<file path="src/rtl/muldiv_unit.sv">
`default_nettype none
// +------------------------------------------------------------------------+
// | muldiv_unit: iterative RV32M multiply/divide, fixed 33-cycle latency   |
// | Revision: 1.0                                                          |
// +------------------------------------------------------------------------+
module muldiv_unit #(
  parameter int XLEN = 32
) (
  input  logic            clk,
  input  logic            rst_n,
  input  logic            start,
  input  logic [2:0]      op,
  input  logic [XLEN-1:0] a,
  input  logic [XLEN-1:0] b,
  output logic            busy,
  output logic            done,
  output logic [XLEN-1:0] out
);

  typedef enum logic [1:0] {
    S_IDLE = 2'd0,
    S_CALC = 2'd1,
    S_DONE = 2'd2
  } state_t;

  state_t state, state_nx;

  logic [4:0]      cnt;
  logic [2:0]      op_q;
  logic            neg_a, neg_b;
  logic [XLEN-1:0] hi, lo, dvs;
  logic [XLEN-1:0] hi_nx, lo_nx;
  logic            sp_en;
  logic [XLEN-1:0] sp_val;

  logic            accept, last;
  logic            a_signed, b_signed;
  logic [XLEN-1:0] mag_a, mag_b;
  logic            b_zero, ovf;
  logic [XLEN:0]   sum, trial;
  logic [63:0]     prod, prod_s;
  logic [XLEN-1:0] quo_s, rem_s, result;

  assign accept   = start && (state != S_CALC);
  assign last     = (state == S_CALC) && (cnt == 5'd31);
  assign a_signed = (op == 3'd1) || (op == 3'd2) || (op == 3'd4) || (op == 3'd6);
  assign b_signed = (op == 3'd1) || (op == 3'd4) || (op == 3'd6);
  assign mag_a    = (a_signed && a[XLEN-1]) ? -a : a;
  assign mag_b    = (b_signed && b[XLEN-1]) ? -b : b;
  assign b_zero   = (b == '0);
  assign ovf      = op[2] && !op[0] && (a == 32'h8000_0000) && (b == 32'hFFFF_FFFF);

  always_ff @(posedge clk or negedge rst_n) begin
    if (!rst_n) state <= S_IDLE;
    else        state <= state_nx;
  end

  always_comb begin
    state_nx = state;
    busy     = 1'b0;
    done     = 1'b0;
    case (state)
      S_IDLE: if (accept) state_nx = S_CALC;
      S_CALC: begin
        busy = 1'b1;
        if (last) state_nx = S_DONE;
      end
      S_DONE: begin
        done     = 1'b1;
        state_nx = accept ? S_CALC : S_IDLE;
      end
      default: state_nx = S_IDLE;
    endcase
  end

  // hi/lo hold {acc_hi, multiplier/acc_lo} for multiply and {remainder, quotient} for divide.
  always_comb begin
    sum   = {1'b0, hi} + {1'b0, (lo[0] ? dvs : '0)};
    trial = {hi, lo[XLEN-1]} - {1'b0, dvs};
    if (op_q[2]) begin
      if (!trial[XLEN]) begin
        hi_nx = trial[XLEN-1:0];
        lo_nx = {lo[XLEN-2:0], 1'b1};
      end else begin
        hi_nx = {hi[XLEN-2:0], lo[XLEN-1]};
        lo_nx = {lo[XLEN-2:0], 1'b0};
      end
    end else begin
      hi_nx = sum[XLEN:1];
      lo_nx = {sum[0], lo[XLEN-1:1]};
    end
  end

  always_comb begin
    prod   = {hi_nx, lo_nx};
    prod_s = (neg_a ^ neg_b) ? -prod : prod;
    quo_s  = (neg_a ^ neg_b) ? -lo_nx : lo_nx;
    rem_s  = neg_a ? -hi_nx : hi_nx;
    if (op_q[2])             result = op_q[1] ? rem_s : quo_s;
    else if (op_q == 3'd0)   result = prod_s[31:0];
    else                     result = prod_s[63:32];
  end

  always_ff @(posedge clk or negedge rst_n) begin
    if (!rst_n) begin
      cnt    <= '0;
      op_q   <= '0;
      neg_a  <= 1'b0;
      neg_b  <= 1'b0;
      hi     <= '0;
      lo     <= '0;
      dvs    <= '0;
      sp_en  <= 1'b0;
      sp_val <= '0;
      out    <= '0;
    end else begin
      if (accept) begin
        cnt    <= '0;
        op_q   <= op;
        neg_a  <= a_signed && a[XLEN-1];
        neg_b  <= b_signed && b[XLEN-1];
        hi     <= '0;
        lo     <= op[2] ? mag_a : mag_b;
        dvs    <= op[2] ? mag_b : mag_a;
        sp_en  <= op[2] && (b_zero || ovf);
        if (b_zero) sp_val <= op[1] ? a : 32'hFFFF_FFFF;
        else        sp_val <= op[1] ? 32'h0 : 32'h8000_0000;
      end else if (state == S_CALC) begin
        cnt <= cnt + 5'd1;
        hi  <= hi_nx;
        lo  <= lo_nx;
      end
      if (last) out <= sp_en ? sp_val : result;
    end
  end

endmodule
`default_nettype wire

</file>
<file path="config.mk">
export PLATFORM = sky130hd
export DESIGN_NAME = muldiv_unit
export DESIGN_NICKNAME = d
export VERILOG_FILES = /design/src/rtl/muldiv_unit.sv
export SDC_FILE = /design/constraint.sdc
export NUM_CORES = 1
export LEC_CHECK = 0
export BUFFER_PORTS_ARGS = -buffer_cell sky130_fd_sc_hd__buf_2
export CORE_MARGIN = 2
export CORE_UTILIZATION = 30
export DETAILED_ROUTE_END_ITERATION = 16
export GPL_TIMING_DRIVEN = 0
export HOLD_SLACK_MARGIN = 0.08
export PLACE_DENSITY = 0.42
export SLEW_MARGIN = 15
export SYNTH_ARGS = -nofsm -noshare
export SYNTH_HDL_FRONTEND = slang
export SYNTH_SLANG_ARGS = --single-unit
</file>
<file path="constraint.sdc">
create_clock -name clk -period 7.7 [get_ports clk]
set_input_delay 1.54 -clock clk [delete_from_list [all_inputs] [get_ports clk]]
set_output_delay 1.54 -clock clk [all_outputs]
set_load 0.01 [all_outputs]
</file>
==> results.md, run 1 <==
## Global route
* global-route total usage across every layer: 0.297
* largest net degree at the start of global routing: 92
* number of antenna violations at the first check in global routing: 8
* first-pass GRT wire length: 130 mm
* total grt overflow: 0
* vias in the first global route: 18700

## Timing
* unrepaired setup endpoints after global routing: false
* final hold violations: 0
* Max Freq: 139 MHz
* setup-violating endpoint count in the final report: 0
* fin crit period: 7.21 ns
* TNS Setup: 0 ns
* Max transition margin: 0.120
* actual slew at the worst max-slew pin: 1.31 ns
* Clock Skews: 0.0175 ns
* final-layout worst hold slack: 0.484 ns
* ratio of final minimum period to clock period: 0.936
* final-report max-slew violation count: 0

## Critical path
* R2R Path Start: op_q[2]$_DFFE_PN0P_
* worst reg2reg endpoint: out[30]$_DFFE_PN0P_
* kind of end point of the critical path: flip-flop
* arrival time at the worst endpoint: 7.57 ns
* startpoint type of the worst setup path: flip-flop
* delay of the slowest cell on the worst path: 0.64 ns
* most used cell along the critical path: buf_6
* depth of the worst register-to-register path: 19
* kind of cell adding the most delay to the critical path: buffers and inverters
* worst-case register-to-register setup slack: 0.49 ns
* Worst Path Max Fanout: 19
* path type of the worst setup path: flip-flop to flip-flop
* worst path bufs/invs: 6
* Worst path slowest cell: dfrtp_2
* Data required, critical path: 8.07 ns
* sequence of cells on the critical path: buf_6 -> buf_6 -> clkbuf_1 -> clkbuf_4 -> buf_2 -> clkbuf_2 -> mux2i_1 -> ha_1 -> o21ai_0 -> nor3_1 -> nand2_1 -> nor3_4 -> and2_1 -> nand3_1 -> or3_1 -> o41ai_1 -> xnor2_1 -> a221oi_2 -> a21oi_1

## Die
* DIE WIDTH: 247 um
* Rows: 89
* area of the placeable core: 58700 um^2
* io pins: 104
* area of the die: 61000 um^2
* Chip Height: 247 um
* effective utilization at floorplan: 0.302

## Cells and area
* final core area utilization: 0.338
* number of inserted filler cells in the final layout: 6377
* proportion of layout cells with a drive suffix above 1: 0.0882
* area added between synthesis and finish: 12.1%
* Final Net Count: 2635

## Outcome
* result of the run: finished clean

## Min path
* Worst Min Path Start: out[8]$_DFFE_PN0P_
* end point of the worst hold path: out[8]$_DFFE_PN0P_
* type of the most critical hold path: flip-flop to flip-flop
* hold-critical path depth: 2

## Logic synthesis
* largest family of logic cells by synthesized area: compound AO/OA/AOI/OAI gates
* arithmetic-cell share of the synthesized area counting full adders, half adders and majority gates: 0.0524
* library cell with the largest summed area after synthesis: dfrtp_1
* cell area after synthesis: 17700 um^2
* number of distinct library cells after synthesis: 97
* cells taking the most area after synthesis: dfrtp_1, a21oi_1, nand2_1
* FFs w/ async S/R, synth: 1.00
* average size of a mapped cell: 7.47 um^2
* synthesized-area fraction occupied by ao, oa, aoi and oai cells: 0.292
* count of mapped cells out of synthesis: 2371
* FF+latch count, synth: 173
* number of warnings printed during yosys synthesis: 0
* share of the synthesized area in the top cell type: 0.244
* post-synthesis xor/xnor area fraction: 0.0964
* share of the yosys chip area belonging to registers: 0.244
* Post-Syn Nets: 2514
* synthesized-area fraction occupied by and/or/nand/nor cells: 0.226
* multiplexer share of the synthesized area: 0.0336
* dominant register cell in the synthesized netlist: dfrtp_1
* number of enable flip-flop cells after synthesis: 0

## Clocking
* number of buffers on the longest clock path: 2
* TritonCTS sink count: 173
* post-CTS setup buffer count: 0
* worst-skew pair later-pin latency: 0.50 ns
* clock tree root buffer cell: clkbuf_16
* number of hold buffers added after CTS: 0
* number of CTS-inserted buffers: 17
* clock tree from TritonCTS: done
* H-tree depth: 4
* clk slew on worst S/H paths: 0.08 ns

## Place
* placed wire-length estimate after detailed placement: 74.6 mm
* count of input and output buffers: 102
* final weighted congestion of routability-driven global placement: 0.987

## Route
* overall via count from detail_route: 19600
* post-detailed-routing wire length: 90.6 mm
* number of detailed-routing iterations run before antenna repair: 6
* Detail Route Antenna Nets: 0
* count of unresolved DRC violations after routing: 0
* Routed WL per cell: 27.6 um
* vias per cell: 5.96
* drt first-iter violations: 2105

## Run
* number of maximum-capacitance constraint violations: 0

==> metal layers <==
| layer | routed length [um] | vias to the layer above | global-route usage |
|---|---|---|---|
| met2 | 39800 | 803 | 0.454 |
| li1 | - | 8906 | - |
| met1 | 40100 | 9704 | 0.409 |
| met4 | 3880 | 0 | 0.122 |
| met3 | 6830 | 157 | 0.0538 |
| met5 | 0 | - | 0 |
==> worst register-to-register path, delay by kind of cell (launching register included) <==
kind,cells,cell delay (ns)
and+or+nand+nor,6,2.16
buffers and inverters,6,2.37
xor gates and xnor gates,1,0.18
muxes,1,0.51
DFF,1,0.64
AOI/OAI and AO/OA,4,0.97
adders and majority gates,1,0.25
==> final cells by class <==
class	instances	area, um^2	share of cell area
buffer	150	698	0.0352
multi-input combinational	1971	12400	0.626
clock inverter	15	151	0.00763
antenna	4	10.0	0.000504
tap	773	967	0.0487
inverter	75	282	0.0142
timing repair buffer	104	556	0.0280
clock buffer	17	425	0.0214
sequential	173	4330	0.218
==> through the flow <==
step | setup WS, ns | cell area, um^2 | cells
floorplan | 2.11 | 17700 | 2371
detailed placement | -1.70 | 19200 | 3248
finish | 0.495 | 19900 | 3282
global placement | -1.67 | 19200 | 3246
CTS | 0.146 | 19800 | 3279
global route | 0.0263 | 19800 | 3278
==> sequential cells by signal, indices dropped and copies added, names as in the netlist <==
name and count:
dvs 32, hi 32, lo 32, out 32, sp_val 32, cnt 5, op_q 3, state 2
neg_a 1, neg_b 1, sp_en 1
==> placed cells by master (no fill, tap or decap), types with 10 or more instances in the layout <==
| cell type | synthesis | final |
|---|---|---|
| o31ai_1 | 51 | 51 |
| a21o_1 | 31 | 31 |
| xor2_1 | 84 | 84 |
| inv_1 | 72 | 72 |
| and3_1 | 30 | 30 |
| mux2i_1 | 47 | 47 |
| xnor2_1 | 111 | 111 |
| nor2b_1 | 43 | 43 |
| or3_1 | 21 | 21 |
| nand3_1 | 52 | 52 |
| nor2_1 | 201 | 201 |
| a221oi_1 | 10 | 10 |
| and2_1 | 41 | 41 |
| nand4_1 | 33 | 33 |
| buf_2 | 15 | 117 |
| ha_1 | 71 | 71 |
| a31oi_1 | 32 | 32 |
| o22ai_1 | 13 | 13 |
| clkbuf_16 | 0 | 17 |
| dfrtp_1 | 173 | 172 |
| a211oi_1 | 65 | 65 |
| o21a_1 | 21 | 21 |
| nand2b_1 | 12 | 12 |
| nor4_1 | 18 | 18 |
| o21ai_1 | 10 | 10 |
| nor3_1 | 63 | 62 |
| o21ai_0 | 199 | 199 |
| o21bai_1 | 11 | 11 |
| o211ai_1 | 18 | 18 |
| nand2_1 | 279 | 279 |
| mux2_2 | 11 | 11 |
| clkbuf_1 | 107 | 105 |
| a21oi_1 | 221 | 221 |
| or4_1 | 10 | 10 |
| o221ai_1 | 11 | 11 |
==> how the worst max path moves through the flow <==
stage / cells after the start / to / start
after CTS: 20 / out[30]$_DFFE_PN0P_ / op_q[2]$_DFFE_PN0P_
after global routing: 19 / out[30]$_DFFE_PN0P_ / op_q[2]$_DFFE_PN0P_
final: 19 / out[30]$_DFFE_PN0P_ / op_q[2]$_DFFE_PN0P_
after floorplan: 21 / out[30]$_DFFE_PN0P_ / op_q[2]$_DFFE_PN0P_
after detailed placement: 21 / out[30]$_DFFE_PN0P_ / op_q[2]$_DFFE_PN0P_
after global placement: 21 / out[30]$_DFFE_PN0P_ / op_q[2]$_DFFE_PN0P_
==> repair_timing <==
item	CTS	global route
gates cloned	0	0
gates resized for setup	6	2
pin swaps	0	0
endpoints found under the setup margin	16	8
==> cell usage after synthesis (63+ instances only) <==
cell,number
a211oi_1,65
a21oi_1,221
clkbuf_1,107
dfrtp_1,173
ha_1,71
inv_1,72
nand2_1,279
nor2_1,201
nor3_1,63
o21ai_0,199
xnor2_1,111
xor2_1,84
==> cell families after synthesis <==
logic type / after synthesis
AOI/OAI and AO/OA: 803
xor gates and xnor gates: 195
adders and majority gates: 73
buffers and inverters: 227
DFF: 173
muxes: 58
and+or+nand+nor: 842
Power of run 1 is left out: the tool's default activity adds up to more than one toggle a clock period on the data nets, which glitch-free logic cannot reach.
==> run 2, diff against run 1 <==
--- a/config.mk
+++ b/config.mk
@@ -7,11 +7,11 @@
 export LEC_CHECK = 0
 export BUFFER_PORTS_ARGS = -buffer_cell sky130_fd_sc_hd__buf_2
 export CORE_MARGIN = 2
-export CORE_UTILIZATION = 30
+export CORE_UTILIZATION = 45
 export DETAILED_ROUTE_END_ITERATION = 16
 export GPL_TIMING_DRIVEN = 0
 export HOLD_SLACK_MARGIN = 0.08
-export PLACE_DENSITY = 0.42
+export PLACE_DENSITY = 0.59
 export SLEW_MARGIN = 15
 export SYNTH_ARGS = -nofsm -noshare
 export SYNTH_HDL_FRONTEND = slang
==> run 2 against run 1 <==
  * Die area fell by 33%
  * First-iteration DRC count increased by 8.2%
  * Setup slack worse by 0.022 ns
  * Sequential share of layout area increased by 0.36 points
  * Hold slack got worse by 0.0015 ns
  * Largest cell class unchanged
==> results.md, run 2 (synthesis gave the netlist of run 1 again) <==
## Timing
* TNS Setup: 0 ns, unchanged
* final hold violations: 0, unchanged
* Max Freq: 138 MHz, -0.31%
* Clock Skews: 0.0145 ns, -0.00301 ns
* actual slew at the worst max-slew pin: 1.11 ns, -0.196 ns
* ratio of final minimum period to clock period: 0.939, +0.00287
* final-report max-slew violation count: 0, unchanged
* unrepaired setup endpoints after global routing: false
* setup-violating endpoint count in the final report: 0, unchanged
* fin crit period: 7.23 ns, +0.0221 ns
* Max transition margin: 0.256, +0.136

## Cells and area
* area added between synthesis and finish: 10.3%
* Final Net Count: 2636, +0.038%
* proportion of layout cells with a drive suffix above 1: 0.0882, about the same
* most common library cell in the layout ignoring fill and taps: nand2_1
* highest-count cells in the layout ignoring fill and taps: nand2_1, a21oi_1, nor2_1

## Clocking
* number of hold buffers added after CTS: 0, unchanged
* worst-skew pair later-pin latency: 0.49 ns, about the same
* TritonCTS sink count: 173, unchanged
* clk slew on worst S/H paths: 0.07 ns, about the same
* number of buffers on the longest clock path: 2, unchanged
* H-tree depth: 4, unchanged
* clock tree root buffer cell: clkbuf_16
* number of CTS-inserted buffers: 17, unchanged
* clock tree from TritonCTS: done

## Die
* Chip Height: 202 um, -18%
* effective utilization at floorplan: 0.457, +0.155
* area of the die: 41000 um^2, -33%
* DIE WIDTH: 202 um, -18%
* io pins: 104, unchanged
* area of the placeable core: 38700 um^2, -34%
* Rows: 72, -19%

## Global route
* met3 Use GR: 0.116, +0.0623
* number of antenna violations at the first check in global routing: 1, -7
* first-pass GRT wire length: 123 mm, -5.8%
* largest net degree at the start of global routing: 108, +17%
* vias in the first global route: 18700, +0.14%
* total grt overflow: 0, unchanged
* met2 track demand over resource: 0.607, +0.153
* GR met1 Demand/Resource: 0.540, +0.131
* global-route total usage across every layer: 0.407, +0.110
* global routing's busiest layer: met2

## Route
* post-detailed-routing wire length: 84.2 mm, -7.0%
* drt first-iter violations: 2277, +8.2%
* number of detailed-routing iterations run before antenna repair: 6, unchanged
* overall via count from detail_route: 19900, +1.7%
* vias per cell: 6.58, +10%
* count of unresolved DRC violations after routing: 0, unchanged
* Routed WL per cell: 27.8 um, +0.85%
* Detail Route Antenna Nets: 0, unchanged

## Critical path
* startpoint type of the worst setup path: flip-flop
* delay of the slowest cell on the worst path: 0.61 ns, -0.03 ns
* kind of end point of the critical path: flip-flop
* Worst Path Max Fanout: 13, -6
* depth of the worst register-to-register path: 20, +1
* kind of cell adding the most delay to the critical path: buffers and inverters
* path type of the worst setup path: flip-flop to flip-flop
* arrival time at the worst endpoint: 7.59 ns, +0.02 ns
* worst path bufs/invs: 7, +1
* sequence of cells on the critical path: buf_6 -> buf_6 -> clkbuf_1 -> clkbuf_2 -> buf_1 -> buf_2 -> clkbuf_2 -> mux2i_1 -> ha_1 -> o21ai_0 -> nor3_1 -> nand2_1 -> nor3_4 -> and2_1 -> nand3_1 -> or3_1 -> o41ai_1 -> xnor2_1 -> a221oi_2 -> a21oi_1
* Worst path slowest cell: dfrtp_2
* Stages on worst setup path: 20, +1
* Data required, critical path: 8.06 ns, about the same

## Place
* final weighted congestion of routability-driven global placement: 1.01, +2.8%
* count of input and output buffers: 102, unchanged
* placed wire-length estimate after detailed placement: 69.2 mm, -7.2%

## Min path
* type of the most critical hold path: flip-flop to flip-flop
* hold-critical path depth: 2, unchanged

## Outcome
* result of the run: finished clean

## Run
* number of maximum-capacitance constraint violations: 0, unchanged

## run 2: worst register-to-register path, delay by kind of cell, from the launching register on
family / cells / cell delay [ns]
flip-flops: 1 / 0.61
adder cells (fa/ha/maj): 1 / 0.24
XOR/XNOR: 1 / 0.16
buffers and inverters: 7 / 2.68
multiplexers: 1 / 0.42
AND/OR/NAND/NOR: 6 / 2.05
AO/OA/AOI/OAI: 4 / 0.94
## run 2: repair_timing
action                     in CTS  in global routing
resized for setup               3                  4
pin swaps                       0                  0
setup endpoints to repair      14                  5
buffers inserted                0                  0
## run 2: final cells by class
cell class,count,area [um^2]
fillers,4020,19200
multi-input cells,1971,12400
flip-flops and latches,173,4330
plain buffers,151,699
well taps,518,648
repair buffers,104,556
clock buffers,19,443
inverters,75,282
clock inverters,13,129
diodes,1,2.50
## run 2: worst paths after layout
kind	from	endpoint	slack, ns
worst max-delay path	op_q[2]$_DFFE_PN0P_	out[30]$_DFFE_PN0P_	0.47
worst min-delay path	out[10]$_DFFE_PN0P_	out[10]$_DFFE_PN0P_	0.48
worst max register to register	op_q[2]$_DFFE_PN0P_	out[30]$_DFFE_PN0P_	0.47
worst min register to register	out[10]$_DFFE_PN0P_	out[10]$_DFFE_PN0P_	0.48
max in group asynchronous	rst_n	op_q[2]$_DFFE_PN0P_	5.68
min in group asynchronous	rst_n	state[0]$_DFFE_PN0P_	1.01
## run 2: per-stage QoR
stage                     hold WS [ns]  cells  utilization  cell area [um^2]  setup WS [ns]
after global placement           0.463   2991        0.487             18900         -0.888
after detailed placement         0.470   2993        0.488             18900         -0.902
final                            0.483   3025        0.504             19500          0.473
after floorplan                  0.440   2371            -             17700           2.11
after CTS                        0.485   3024        0.503             19500          0.214
after global routing             0.527   3024        0.504             19500         0.0963
## run 2: per-layer routing
layer	up-vias	wire (um)
li1	8902	-
met2	1146	35700
met5	-	0
met3	225	9500
met1	9636	34500
met4	0	4610
Power of run 2 is left out for the same reason.
